File: src/rtl/nand_cmd_addr_seq_if.sv
// -----------------------------------------------------------------------------
// nand_cmd_addr_seq_if
// Groups the request side and the NAND pin side of nand_cmd_addr_seq.
//
// Request handshake: start_i is a request pulse. It is sampled only while
// busy_o=0, which covers idle and the one-cycle done_o slot. A request seen
// while busy_o=1 is dropped. cmd_i, cmd2_i, addr_i and addr_cycles_i need to
// be valid only in the cycle where start_i is accepted.
//
//   master : drives the request, observes the NAND pins (testbench / host)
//   slave  : the sequencer itself
//
//   start_i        request pulse
//   cmd_i[7:0]     first command byte
//   cmd2_i[7:0]    confirm command byte (used only with NAND_CONFIRM_CMD_EN)
//   addr_i[31:0]   address bytes, addr_i[7:0] goes out first
//   addr_cycles_i  number of address bytes (values above 4 mean 4)
//   busy_o         sequence in progress
//   done_o         one-cycle completion pulse
//   ce_n_o, cle_o, ale_o, we_n_o, io_o[7:0], io_oe_o   NAND pins
//   state_o[2:0]   current FSM state, for debug and checkers
// -----------------------------------------------------------------------------
interface nand_cmd_addr_seq_if;
    logic        start_i;
    logic [7:0]  cmd_i;
    logic [7:0]  cmd2_i;
    logic [31:0] addr_i;
    logic [2:0]  addr_cycles_i;
    logic        busy_o;
    logic        done_o;
    logic        ce_n_o;
    logic        cle_o;
    logic        ale_o;
    logic        we_n_o;
    logic [7:0]  io_o;
    logic        io_oe_o;
    logic [2:0]  state_o;

    modport master (
        output start_i, cmd_i, cmd2_i, addr_i, addr_cycles_i,
        input  busy_o, done_o, ce_n_o, cle_o, ale_o, we_n_o, io_o, io_oe_o, state_o
    );

    modport slave (
        input  start_i, cmd_i, cmd2_i, addr_i, addr_cycles_i,
        output busy_o, done_o, ce_n_o, cle_o, ale_o, we_n_o, io_o, io_oe_o, state_o
    );
endinterface

File: src/rtl/nand_cmd_addr_seq.sv
// -----------------------------------------------------------------------------
// nand_cmd_addr_seq
// Emits a NAND command / address latch sequence: one command byte, 0..4
// address bytes (LSB first) and, when NAND_CONFIRM_CMD_EN is defined, one
// confirm command byte. Each byte occupies one latch cycle:
//   1 setup cycle (we_n=1), TWP cycles we_n=0, TWH cycles we_n=1,
// with cle/ale/io/io_oe held constant for the whole latch cycle.
//
// Optional feature macro: NAND_CONFIRM_CMD_EN (adds the CMD2 confirm phase).
//
// Parameters
//   TWP  we_n low cycles per latch cycle, 1..15
//   TWH  we_n high (hold) cycles per latch cycle, 1..15
// Ports
//   clk  rising-edge clock
//   rst  asynchronous active-high reset
//   bus  nand_cmd_addr_seq_if.slave (request inputs, NAND pins, debug state)
//
// Every output comes straight from a register; the next-state logic computes
// the value each pin must have in the following cycle.
// -----------------------------------------------------------------------------
module nand_cmd_addr_seq #(
    parameter int TWP = 2,
    parameter int TWH = 1
) (
    input  logic                clk,
    input  logic                rst,
    nand_cmd_addr_seq_if.slave  bus
);

    typedef enum logic [2:0] {
        S_IDLE = 3'd0,
        S_CMD  = 3'd1,
        S_ADDR = 3'd2,
`ifdef NAND_CONFIRM_CMD_EN
        S_CMD2 = 3'd3,
`endif
        S_DONE = 3'd4
    } state_t;

    // Phase counter runs 0 (setup) .. TWP (last low) .. TWP+TWH (last high).
    localparam logic [4:0] TWP_C  = 5'(TWP);
    localparam logic [4:0] LAST_C = 5'(TWP + TWH);

    state_t      state_q, state_d;
    logic [4:0]  cnt_q, cnt_d;
    logic [2:0]  addr_left_q, addr_left_d;   // address bytes still to send
    logic [31:0] addr_q, addr_d;             // shifts right one byte per ADDR cycle
    logic [7:0]  cmd_q, cmd_d;

    logic        busy_q, busy_d;
    logic        done_q, done_d;
    logic        ce_n_q, ce_n_d;
    logic        cle_q, cle_d;
    logic        ale_q, ale_d;
    logic        we_n_q, we_n_d;
    logic [7:0]  io_q, io_d;
    logic        io_oe_q, io_oe_d;

    logic [2:0]  eff_cycles;
    logic [4:0]  cnt_inc;
    logic        latch_end;
    logic        accept;
    logic        next_byte;
    logic        finish_addr;
    logic        enter_done;

`ifdef NAND_CONFIRM_CMD_EN
    logic [7:0]  cmd2_q, cmd2_d;
    logic        enter_cmd2;
`else
    logic        unused_cmd2;
    assign unused_cmd2 = ^bus.cmd2_i;
`endif

    assign eff_cycles = (bus.addr_cycles_i > 3'd4) ? 3'd4 : bus.addr_cycles_i;
    assign cnt_inc    = cnt_q + 5'd1;
    assign latch_end  = (cnt_q == LAST_C);

    always_comb begin
        state_d     = state_q;
        cnt_d       = cnt_q;
        addr_left_d = addr_left_q;
        addr_d      = addr_q;
        cmd_d       = cmd_q;
        busy_d      = busy_q;
        done_d      = 1'b0;
        ce_n_d      = ce_n_q;
        cle_d       = cle_q;
        ale_d       = ale_q;
        we_n_d      = we_n_q;
        io_d        = io_q;
        io_oe_d     = io_oe_q;
        accept      = 1'b0;
        next_byte   = 1'b0;
        finish_addr = 1'b0;
        enter_done  = 1'b0;
`ifdef NAND_CONFIRM_CMD_EN
        cmd2_d      = cmd2_q;
        enter_cmd2  = 1'b0;
`endif

        case (state_q)
            S_IDLE: begin
                accept = bus.start_i;
            end
            S_DONE: begin
                // A request held through DONE restarts without an idle gap.
                accept = bus.start_i;
                if (!bus.start_i) begin
                    state_d = S_IDLE;
                end
            end
            S_CMD, S_ADDR: begin
                cnt_d  = cnt_inc;
                we_n_d = (cnt_inc <= TWP_C) ? 1'b0 : 1'b1;
                if (latch_end) begin
                    if (addr_left_q != 3'd0) begin
                        next_byte = 1'b1;
                    end else begin
                        finish_addr = 1'b1;
                    end
                end
            end
`ifdef NAND_CONFIRM_CMD_EN
            S_CMD2: begin
                cnt_d  = cnt_inc;
                we_n_d = (cnt_inc <= TWP_C) ? 1'b0 : 1'b1;
                if (latch_end) begin
                    enter_done = 1'b1;
                end
            end
`endif
            default: begin
                state_d = S_IDLE;
            end
        endcase

`ifdef NAND_CONFIRM_CMD_EN
        if (finish_addr) begin
            enter_cmd2 = 1'b1;
        end
`else
        if (finish_addr) begin
            enter_done = 1'b1;
        end
`endif

        if (accept) begin
            state_d     = S_CMD;
            cnt_d       = 5'd0;
            cmd_d       = bus.cmd_i;
            addr_d      = bus.addr_i;
            addr_left_d = eff_cycles;
            busy_d      = 1'b1;
            ce_n_d      = 1'b0;
            cle_d       = 1'b1;
            ale_d       = 1'b0;
            we_n_d      = 1'b1;
            io_d        = bus.cmd_i;
            io_oe_d     = 1'b1;
`ifdef NAND_CONFIRM_CMD_EN
            cmd2_d      = bus.cmd2_i;
`endif
        end

        if (next_byte) begin
            state_d     = S_ADDR;
            cnt_d       = 5'd0;
            we_n_d      = 1'b1;
            cle_d       = 1'b0;
            ale_d       = 1'b1;
            io_d        = addr_q[7:0];
            addr_d      = {8'h00, addr_q[31:8]};
            addr_left_d = addr_left_q - 3'd1;
        end

`ifdef NAND_CONFIRM_CMD_EN
        if (enter_cmd2) begin
            state_d = S_CMD2;
            cnt_d   = 5'd0;
            we_n_d  = 1'b1;
            cle_d   = 1'b1;
            ale_d   = 1'b0;
            io_d    = cmd2_q;
        end
`endif

        if (enter_done) begin
            // io keeps the last byte sent; only the drive enable drops.
            state_d = S_DONE;
            cnt_d   = 5'd0;
            done_d  = 1'b1;
            busy_d  = 1'b0;
            ce_n_d  = 1'b1;
            cle_d   = 1'b0;
            ale_d   = 1'b0;
            we_n_d  = 1'b1;
            io_oe_d = 1'b0;
        end
    end

    always_ff @(posedge clk or posedge rst) begin
        if (rst) begin
            state_q     <= S_IDLE;
            cnt_q       <= 5'd0;
            addr_left_q <= 3'd0;
            addr_q      <= 32'h0;
            cmd_q       <= 8'h00;
            busy_q      <= 1'b0;
            done_q      <= 1'b0;
            ce_n_q      <= 1'b1;
            cle_q       <= 1'b0;
            ale_q       <= 1'b0;
            we_n_q      <= 1'b1;
            io_q        <= 8'h00;
            io_oe_q     <= 1'b0;
`ifdef NAND_CONFIRM_CMD_EN
            cmd2_q      <= 8'h00;
`endif
        end else begin
            state_q     <= state_d;
            cnt_q       <= cnt_d;
            addr_left_q <= addr_left_d;
            addr_q      <= addr_d;
            cmd_q       <= cmd_d;
            busy_q      <= busy_d;
            done_q      <= done_d;
            ce_n_q      <= ce_n_d;
            cle_q       <= cle_d;
            ale_q       <= ale_d;
            we_n_q      <= we_n_d;
            io_q        <= io_d;
            io_oe_q     <= io_oe_d;
`ifdef NAND_CONFIRM_CMD_EN
            cmd2_q      <= cmd2_d;
`endif
        end
    end

    assign bus.busy_o  = busy_q;
    assign bus.done_o  = done_q;
    assign bus.ce_n_o  = ce_n_q;
    assign bus.cle_o   = cle_q;
    assign bus.ale_o   = ale_q;
    assign bus.we_n_o  = we_n_q;
    assign bus.io_o    = io_q;
    assign bus.io_oe_o = io_oe_q;
    assign bus.state_o = state_q;

endmodule

File: src/flat_wrapper.sv
// flat-port wrapper written by rule: the top's interface ports become plain ports
module nand_cmd_addr_seq_flat 
#(
    parameter int TWP = 2,
    parameter int TWH = 1
)
  (clk, rst, bus_start_i, bus_cmd_i, bus_cmd2_i, bus_addr_i, bus_addr_cycles_i, bus_busy_o, bus_done_o, bus_ce_n_o, bus_cle_o, bus_ale_o, bus_we_n_o, bus_io_o, bus_io_oe_o, bus_state_o);
  nand_cmd_addr_seq_if bus_i ();
  input  logic clk;
  input  logic rst;
  input wire logic [$bits(bus_i.start_i)-1:0] bus_start_i;
  input wire logic [$bits(bus_i.cmd_i)-1:0] bus_cmd_i;
  input wire logic [$bits(bus_i.cmd2_i)-1:0] bus_cmd2_i;
  input wire logic [$bits(bus_i.addr_i)-1:0] bus_addr_i;
  input wire logic [$bits(bus_i.addr_cycles_i)-1:0] bus_addr_cycles_i;
  output wire logic [$bits(bus_i.busy_o)-1:0] bus_busy_o;
  output wire logic [$bits(bus_i.done_o)-1:0] bus_done_o;
  output wire logic [$bits(bus_i.ce_n_o)-1:0] bus_ce_n_o;
  output wire logic [$bits(bus_i.cle_o)-1:0] bus_cle_o;
  output wire logic [$bits(bus_i.ale_o)-1:0] bus_ale_o;
  output wire logic [$bits(bus_i.we_n_o)-1:0] bus_we_n_o;
  output wire logic [$bits(bus_i.io_o)-1:0] bus_io_o;
  output wire logic [$bits(bus_i.io_oe_o)-1:0] bus_io_oe_o;
  output wire logic [$bits(bus_i.state_o)-1:0] bus_state_o;
  assign bus_i.start_i = bus_start_i;
  assign bus_i.cmd_i = bus_cmd_i;
  assign bus_i.cmd2_i = bus_cmd2_i;
  assign bus_i.addr_i = bus_addr_i;
  assign bus_i.addr_cycles_i = bus_addr_cycles_i;
  assign bus_busy_o = bus_i.busy_o;
  assign bus_done_o = bus_i.done_o;
  assign bus_ce_n_o = bus_i.ce_n_o;
  assign bus_cle_o = bus_i.cle_o;
  assign bus_ale_o = bus_i.ale_o;
  assign bus_we_n_o = bus_i.we_n_o;
  assign bus_io_o = bus_i.io_o;
  assign bus_io_oe_o = bus_i.io_oe_o;
  assign bus_state_o = bus_i.state_o;
  nand_cmd_addr_seq #(.TWP(TWP), .TWH(TWH)) u_core (.clk(clk), .rst(rst), .bus(bus_i));
endmodule
File: config.mk
export PLATFORM = sky130hd
export DESIGN_NAME = nand_cmd_addr_seq_flat
export DESIGN_NICKNAME = d
export VERILOG_FILES = /design/src/rtl/nand_cmd_addr_seq_if.sv /design/src/rtl/nand_cmd_addr_seq.sv /design/src/flat_wrapper.sv
export SDC_FILE = /design/constraint.sdc
export NUM_CORES = 1
export LEC_CHECK = 0
export ABC_AREA = 1
export ABC_CLOCK_PERIOD_IN_PS = 2700
export CORE_AREA = 3 3 79 81
export CTS_CLUSTER_DIAMETER = 80
export CTS_CLUSTER_SIZE = 40
export DETAILED_ROUTE_END_ITERATION = 8
export DIE_AREA = 0 0 82 84
export PLACE_DENSITY = 0.89
export SKIP_LAST_GASP = 1
export SYNTH_ARGS = -nofsm -noshare
export SYNTH_HDL_FRONTEND = slang
export SYNTH_SLANG_ARGS = --single-unit
File: constraint.sdc
create_clock -name clk -period 2.7 [get_ports clk]
set_input_delay 0.405 -clock clk [delete_from_list [all_inputs] [get_ports clk]]
set_output_delay 0.405 -clock clk [all_outputs]
set_load 0.005 [all_outputs]
Yosys cells after proc, flatten, opt, wreduce, memory -nomap -nowiden --
Cells that the tools add are included.
Operators by class: add/subtract/negate cells 2, multiplexer cells 38, equality and inequality tests 6, order comparisons 2, reduce and logical (&&, ||, !) cells 10
Operators by type and width (count):
- two-way mux 32 bit | 2
- two-way mux 1 bit | 22
- two-way mux 3 bit | 7
- two-way mux 5 bit | 4
- two-way mux 8 bit | 2
- case mux 3 bit (2 select lines) | 1
- nonzero test 3 bit | 2
- adder 5 x 1 -> 5 bit, second input constant | 1
- equality test 5 x 2 -> 1 bit, second input constant | 1
- <= comparator 5 x 2 -> 1 bit, second input constant | 1
- != test 5 x 2 -> 1 bit, second input constant | 1
- != test 4 x 1 -> 1 bit, second input constant | 1
- nonzero test 2 bit | 2
- nonzero test 4 bit | 1
- OR reduction 2 bit | 2
- equality test 3 x 1 -> 1 bit, second input constant | 1
- equality test 3 x 2 -> 1 bit, second input constant | 1
- equality test 3 bit, second input constant | 1
- greater-than comparator 3 bit, second input constant | 1
- logical NOT 3 bit | 1
- OR reduction 3 bit | 1
- subtractor 3 x 1 -> 3 bit, second input constant | 1
- AND reduction 2 bit | 1
Word-level totals: word-level logic and storage cells 69, flip-flop bits (word level) 57

Logic depth before layout (Yosys ltp) --
Gate-level depths: netlist of run 1.
depth after elaboration 7, depth in mapped cells 10

Worst setup path before layout of run 1 --
No wires, ideal clock.
path type reg-to-reg, start point register u_core.addr_left_q[0], end point register u_core.addr_q[9], arrival 1.388 ns, path slack 1.191 ns, data required time 2.579 ns, setup time 0.121 ns, stages on the path, launching flop included 11, cells stage by stage dfrtp_1 -> inv_1 -> ha_1 -> ha_1 -> inv_1 -> nand3_2 -> nor2_8 -> nor2_8 -> buf_12 -> nand2_2 -> nand2_1
On the way: cells in the longest elaborated chain, start to end 5, elaborated cells on any way between the ends 6, those cells by class 4 x mux; 2 x reduce/logical
RTL lines:
- start: declaration | RTL line nand_cmd_addr_seq.sv:47 | logic [2:0] addr_left_q, addr_left_d;
- start signal: assignment | RTL line nand_cmd_addr_seq.sv:224 | addr_left_q <= addr_left_d;
- nonzero test 3 bit * | RTL line nand_cmd_addr_seq.sv:118 | if (addr_left_q != 3'd0) begin
- two-way mux 1 bit * | RTL line nand_cmd_addr_seq.sv:118
- two-way mux 1 bit * | RTL line nand_cmd_addr_seq.sv:117 | if (latch_end) begin
- two-way mux 1 bit * | RTL line nand_cmd_addr_seq.sv:103 | case (state_q)
- two-way mux 32 bit or nonzero test 2 bit (tied branches)
- end signal: assignment | RTL line nand_cmd_addr_seq.sv:225 | addr_q <= addr_d;
- end: declaration | RTL line nand_cmd_addr_seq.sv:48 | logic [31:0] addr_q, addr_d;
Every way passes the cells marked *; elsewhere a longest branch is shown, timed or not. A chain may end at the register's enable or synchronous reset.

Worst setup path in the final report of run 1 --
start point register u_core.cnt_q[0], end point register u_core.io_q[4] (netlist: u_core.bus.io_o[4])
On the way: cells in the longest elaborated chain, start to end 4, elaborated cells on any way between the ends 5, those cells by class 1 x eq/ne; 3 x mux; 1 x reduce/logical
RTL lines:
- start: declaration | RTL line nand_cmd_addr_seq.sv:46 | logic [4:0] cnt_q, cnt_d;
- start signal: assignment | RTL line nand_cmd_addr_seq.sv:223 | cnt_q <= cnt_d;
- equality test 5 x 2 -> 1 bit * | RTL line nand_cmd_addr_seq.sv:78 | assign latch_end = (cnt_q == LAST_C);
- two-way mux 1 bit * | RTL line nand_cmd_addr_seq.sv:117
- two-way mux 1 bit * | RTL line nand_cmd_addr_seq.sv:103
- two-way mux 8 bit or nonzero test 2 bit (tied branches)
- end signal: assignment | RTL line nand_cmd_addr_seq.sv:233 | io_q <= io_d;
- end: declaration | RTL line nand_cmd_addr_seq.sv:57 | logic [7:0] io_q, io_d;
Marked as above.

==> results.yml, run 1 <==
outcome:
  status: "complete, no violations"
setup_path:
  critPathTopFamily: "simple AND/OR/NAND/NOR gates"
  crit_path_start_kind: "flip-flop"
  max_stage_delay_ns: 0.46
  cp.depth: 8
  criticalPathCategory: "flip-flop to flip-flop"
  cp-startpoint: "u_core.cnt_q[0]"
  rr_endpoint: "u_core.bus.io_o[4]"
  rrSetupSlack_ns: 0.70
  endpoint: "u_core.bus.io_o[4]"
  r2r_cells: 8
  r2r_start: "u_core.cnt_q[0]"
  critPathBufInv: 2
  slowest_stage: "nand2_1"
  crit_chain: "ha_1 > inv_2 > nor2_4 > nand3_2 > inv_1 > nand2_1 > nand3_1 > nand3_1"
  cp-end-kind: "flip-flop"
  critPathMaxFanout: 22
  crit_path_frequent_cell: "nand3_1"
  arrival_ns: 2.20
  crit_required_ns: 2.90
cts:
  cts_hold_buf: 0
  clk_pin_slew_worst_paths_ns: 0.06
  post_cts_resized: 0
  cts_root_buf: "clkbuf_8"
  postCtsSetupBuffers: 0
  clk_latency_ns: 0.32
  cts_buffer_depth: 2
  cts_sinks: 57
  cts_buffers: 9
  cts_tree: "yes"
  htreeDepth: 3
synth:
  yosys.area_share.adder_pct: 1.82
  synth_nets: 375
  ys_seq_area_share_pct: 51.9
  syn-cell-area_um2: 2750
  yosys.area_share.simple_pct: 33.1
  synth_cell_types: 31
  synth_top_family_by_area: "simple AND/OR/NAND/NOR gates"
  synth_area_per_cell_um2: 8.69
  synth_compound_area_share_pct: 5.59
  synth_seq_cells: 57
  syn_inst: 317
  muxShareOfSynthArea_pct: 0
  yosys_warnings: 0
  synth_xor_area_share_pct: 0
detailed_routing:
  drcViolationCount: 0
  num_vias: 2294
  wl_per_cell_um: 12.7
  first_pass_iters: 4
  first_iter_violations: 170
  vias_per_cell: 5.03
  wl_um: 5780
  drtAntennaViolNets: 0
grt:
  grt_first_pass_wirelength_um: 10300
  use_met1_pct: 25.4
  grt_max_degree: 45
  grt_pass1_vias: 2289
  overflow: 0
  met2_usage_pct: 30.1
  global_route.usage.total_pct: 19.1
  busiest_layer: "met2"
  grtUsageMet3_pct: 4.43
  antenna_found_initial: 0
placement:
  dpl_worst_slack_ns: 0.687
  dp.final_hpwl_um: 3930
  place_congestion: 0.868
  dp_cells: 440
  portBuffers: 63
finish:
  n_antenna_cell: 0
  drive_gt1_share_pct: 11.7
  areaGrowthSynthToFinish_pct: 29.6
  layout_common_cells: "114 x nand2_1, 63 x clkdlybuf4s50_1, 55 x dfrtp_1"
  final_common_cell: "nand2_1"
  final_nets: 437
  fin_cells: 456
sta:
  rsz0062_at_grt: "false"
  fmax_mhz: 500
  slew_headroom_pct: 47.9
  final-max-slew-violation-count: 0
  setup_viol: 0
  setup_ws_ns: 0.699
  tightest_slew_ns: 0.780
  finalCritPeriodShare_pct: 74.1
  period_minus_slack_ns: 2.00
  finalSetupTns_ns: 0
  skew_ns: 0.00452
  finalHoldViolations: 0
power_and_ir_drop:
  sw_frac_of_total_pct: 36.6
  p_int_mw: 2.34
  switchingPower_mw: 1.35
  power_density_nw_per_um2: 1030
  seq_power_share_pct: 40.8
  p_leak_nw: 1.75
  vdd_drop_max_mv: 0.530
  combPwrFrac_pct: 38.4
  power.total_mw: 3.69
  clkPwrFrac_pct: 20.8
floorplan:
  core_um2: 5540
  die_area_um2: 6890
  dieWidth_um: 82
  die_y_um: 84
  rows: 27
  start_util_pct: 49.7
  io_pins: 72
job:
  max_cap_viol_count: 0
min_path:
  worstHoldPathType: "flip-flop to flip-flop"
[kinds of logic (layout without fill, tap and decap cells)]
group / after synthesis / in the layout
DFF: 57 / 57
AOI/OAI and AO/OA: 23 / 23
buffers and inverters: 37 / 104
adders and majority gates: 4 / 4
and+or+nand+nor: 196 / 196
[worst min path at each step]
stage	from	to	slack [ns]	cells after the start
floorplan	u_core.addr_left_q[1]	u_core.addr_left_q[1]	0.45	2
detailed placement	u_core.bus.io_o[5]	u_core.bus.io_o[5]	0.46	2
global route	u_core.bus.ce_n_o	u_core.bus.ce_n_o	0.50	2
CTS	u_core.bus.ce_n_o	u_core.bus.ce_n_o	0.48	2
global placement	u_core.bus.ce_n_o	u_core.bus.ce_n_o	0.46	2
finish	u_core.bus.ce_n_o	u_core.bus.ce_n_o	0.47	2
[worst reg2reg max path: stages (launching register included)]
cell,delay (ns)
dfrtp_1,0.45
ha_1,0.27
inv_2,0.07
nor2_4,0.09
nand3_2,0.12
inv_1,0.08
nand2_1,0.46
nand3_1,0.23
nand3_1,0.10
[cell type report]
cell class | count | area (um^2)
Inverter | 23 | 88.8
Sequential cell | 57 | 1430
Timing Repair Buffer | 65 | 658
Clock buffer | 13 | 149
Fill cell | 464 | 1970
Multi-Input combinational cell | 223 | 1110
Tap cell | 72 | 90.1
Clock inverter | 3 | 40.0
[registers in the layout (all words and copies together), names as in the netlist, 3 cells and up]
register and flops:
u_core.addr_q 32, u_core.bus.io_o 8, u_core.cnt_q 5, u_core.addr_left_q 3, u_core.bus.state_o 3
[layer usage]
layer | up-vias | routed length, um
met2 | 77 | 2900
met1 | 1069 | 2490
met3 | 8 | 337
met5 | - | 0
li1 | 1140 | -
met4 | 0 | 47
[Yosys cell counts]
| cell type | instances | area share [%] |
|---|---|---|
| a21boi_1 | 9 | 2.5 |
| clkbuf_1 | 1 | 0.14 |
| a21oi_1 | 3 | 0.55 |
| or2_2 | 1 | 0.23 |
| buf_6 | 3 | 1.2 |
| nor2_4 | 1 | 0.41 |
| nor2_1 | 9 | 1.2 |
| dfstp_2 | 2 | 1.9 |
| nand4_1 | 2 | 0.45 |
| a21boi_0 | 5 | 1.4 |
| buf_8 | 1 | 0.55 |
| o21ai_0 | 3 | 0.55 |
| nand2_2 | 15 | 3.4 |
| ha_1 | 4 | 1.8 |
| inv_4 | 1 | 0.23 |
| inv_2 | 3 | 0.41 |
| nand2_1 | 114 | 16 |
| dfrtp_1 | 55 | 50 |
| buf_1 | 1 | 0.14 |
| nand3_4 | 1 | 0.64 |
| nand2_4 | 1 | 0.41 |
| inv_1 | 19 | 2.6 |
| nor3_1 | 1 | 0.18 |
| buf_12 | 1 | 0.73 |
| buf_2 | 3 | 0.55 |
| buf_4 | 4 | 1.1 |
| o22ai_1 | 3 | 0.68 |
| nor2_8 | 2 | 1.5 |
| nor2_2 | 1 | 0.23 |
| nand3_1 | 47 | 8.5 |
| nand3_2 | 1 | 0.36 |
[power by group through the flow]
stage | Combinational, mW | Sequential, mW | Clock [mW]
after detailed placement | 1.43 | 1.51 | 0
after floorplan | 1.03 | 1.47 | 0
after global routing | 1.62 | 1.55 | 0.824
after CTS | 1.43 | 1.50 | 0.779
final | 1.42 | 1.50 | 0.766
after global placement | 1.37 | 1.49 | 0
[per-stage QoR]
stage / hold slack [ns] / cell area, um^2 / utilization [%]
3_5_place_dp: 0.464 / 3380 / 61.0
5_1_grt: 0.495 / 3570 / 64.4
3_3_place_gp: 0.457 / 3380 / 61.0
6_report: 0.469 / 3570 / 64.4
2_1_floorplan: 0.449 / 2750 / -
4_1_cts: 0.475 / 3570 / 64.4
(Power assumes the default switching activity.)
==> run 2, diff against run 1 <==
--- a/config.mk
+++ b/config.mk
@@ -6,13 +6,13 @@
 export NUM_CORES = 1
 export LEC_CHECK = 0
 export ABC_AREA = 1
-export ABC_CLOCK_PERIOD_IN_PS = 2700
-export CORE_AREA = 3 3 79 81
+export ABC_CLOCK_PERIOD_IN_PS = 1700
+export CORE_AREA = 3 3 84 86
 export CTS_CLUSTER_DIAMETER = 80
 export CTS_CLUSTER_SIZE = 40
 export DETAILED_ROUTE_END_ITERATION = 8
-export DIE_AREA = 0 0 82 84
-export PLACE_DENSITY = 0.89
+export DIE_AREA = 0 0 87 89
+export PLACE_DENSITY = 0.84
 export SKIP_LAST_GASP = 1
 export SYNTH_ARGS = -nofsm -noshare
 export SYNTH_HDL_FRONTEND = slang
==> constraint.sdc (replaced) <==
create_clock -name clk -period 1.7 [get_ports clk]
set_input_delay 0.255 -clock clk [delete_from_list [all_inputs] [get_ports clk]]
set_output_delay 0.255 -clock clk [all_outputs]
set_load 0.005 [all_outputs]
==> results.yml, run 2 (synthesized netlist as in run 1, its figures left out) <==
sta:
  period_minus_slack_ns: 1.64
  setup_ws_ns: 0.0645
  tightest_slew_ns: 0.304
  setup_viol: 0
  slew_headroom_pct: 79.7
  skew_ns: 0.0101
  final-max-slew-violation-count: 0
  finalHoldViolations: 0
  fmax_mhz: 611
  finalCritPeriodShare_pct: 96.2
finish:
  fin_cells: 480
  layout_common_cells: "113 x nand2_1, 63 x clkdlybuf4s50_1, 55 x dfrtp_1"
  final_nets: 456
  multiInputGateArea_um2: 1160
  fin_util_pct: 61.1
  seqCellArea_um2: 1430
  largest_register: "u_core.addr_q"
  drive_gt1_share_pct: 17.6
  areaGrowthSynthToFinish_pct: 40.8
  final_common_cell: "nand2_1"
  n_antenna_cell: 0
  nFillCells: 561
  largest_reg_flops: 32
min_path:
  worstHoldPathType: "input port to async pin"
placement:
  dp.final_hpwl_um: 4490
  dpl_worst_slack_ns: 0.0296
  place_congestion: 0.768
  portBuffers: 63
  dp_cells: 454
cts:
  htreeDepth: 3
  cts_buffer_depth: 2
  cts_sinks: 57
  clk_latency_ns: 0.34
  cts_buffers: 9
  clk_pin_slew_worst_paths_ns: 0.07
  cts_root_buf: "clkbuf_8"
  cts_tree: "yes"
setup_path:
  cp-end-kind: "flip-flop"
  crit_required_ns: 1.92
  critPathTopFamily: "buffers and inverters"
  max_stage_delay_ns: 0.39
  slowest_stage: "dfrtp_1"
  criticalPathCategory: "flip-flop to flip-flop"
  arrival_ns: 1.85
  critPathMaxFanout: 7
  critPathBufInv: 4
  crit_path_start_kind: "flip-flop"
  crit_chain: "inv_1 > ha_1 > ha_2 > inv_2 > nand3_4 > nor2_8 > buf_12 > buf_8 > a21boi_0 > nand2_1"
grt:
  antenna_found_initial: 0
  overflow: 0
  grt_pass1_vias: 2328
  global_route.usage.total_pct: 17.8
  grt_first_pass_wirelength_um: 10500
  grt_max_degree: 58
floorplan:
  rows: 29
  core_um2: 6350
  die_y_um: 89
  dieWidth_um: 87
  die_area_um2: 7740
  start_util_pct: 43.4
  io_pins: 72
power_and_ir_drop:
  power_density_nw_per_um2: 1700
  combPwrFrac_pct: 40.2
  seq_power_share_pct: 36.3
  vdd_drop_max_mv: 0.750
  p_int_mw: 4.24
  switchingPower_mw: 2.34
  clkPwrFrac_pct: 23.5
  sw_frac_of_total_pct: 35.5
  p_leak_nw: 1.89
outcome:
  status: "complete, no violations"
detailed_routing:
  num_vias: 2428
  wl_per_cell_um: 13.8
  first_iter_violations: 190
  drcViolationCount: 0
  wl_um: 6640
  first_pass_iters: 4
  vias_per_cell: 5.06
  drtAntennaViolNets: 0
job:
  max_cap_viol_count: 0
-- run 2: layout make-up --
class	count	area share (%)
Multi-Input combinational cell	226	30.0
Tap cell	77	2.48
Sequential cell	57	36.9
Inverter	23	2.29
Clock buffer	10	3.55
Timing Repair Buffer	81	22.1
Clock inverter	6	2.71
-- run 2: worst paths after layout --
check	from	to	slack, ns	cells past startpoint
hold reg to reg	u_core.bus.ce_n_o	u_core.bus.ce_n_o	0.48	2
max in group asynchronous	rst	u_core.bus.ce_n_o	1.12	3
hold / removal	rst	u_core.cnt_q[0]	0.29	3
setup / recovery	u_core.addr_left_q[0]	u_core.bus.io_o[6]	0.06	10
setup reg to reg	u_core.addr_left_q[0]	u_core.bus.io_o[6]	0.06	10
min in group clk	bus_addr_i[26]	u_core.addr_q[26]	0.47	3
-- run 2: metrics by stage --
step                      TNS, ns  hold slack (ns)  power [mW]  area [um^2]
final                           0            0.291        6.58         3880
after global routing       -0.114            0.344        7.07         3880
after CTS                       0            0.302        6.41         3740
after detailed placement        0            0.466        4.84         3490
after global placement          0            0.456        4.68         3490
after floorplan                 0            0.372        3.97         2750
-- run 2: worst register-to-register path, cell delays in order (launching register included) --
cell and delay [ns]:
dfrtp_1 0.39, inv_1 0.08, ha_1 0.16, ha_2 0.18, inv_2 0.05, nand3_4 0.09
nor2_8 0.06, buf_12 0.14, buf_8 0.13, a21boi_0 0.17, nand2_1 0.07
-- run 2: repair_timing --
item / CTS / global route
pin swaps: 0 / 3
cloned: 0 / 5
gates resized for setup: 1 / 13
hold buffers: 0 / 0
setup buffers: 0 / 5
setup endpoints to repair: 1 / 43
-- run 2: routing by layer --
metal / share of wire, % / global-route usage (%) / vias to the layer above
met4: 1.2 / 4.82 / 0
met5: 0 / 0 / -
met2: 51 / 31.1 / 83
met1: 41 / 21.1 / 1157
met3: 6.1 / 5.81 / 8
li1: - / - / 1180
-- run 2: power groups by stage --
| stage | logic, mW | registers, mW | clock network [mW] |
|---|---|---|---|
| floorplan | 1.64 | 2.33 | 0 |
| global placement | 2.32 | 2.36 | 0 |
| CTS | 2.47 | 2.38 | 1.57 |
| detailed placement | 2.44 | 2.40 | 0 |
| global route | 2.98 | 2.46 | 1.63 |
| finish | 2.65 | 2.39 | 1.55 |
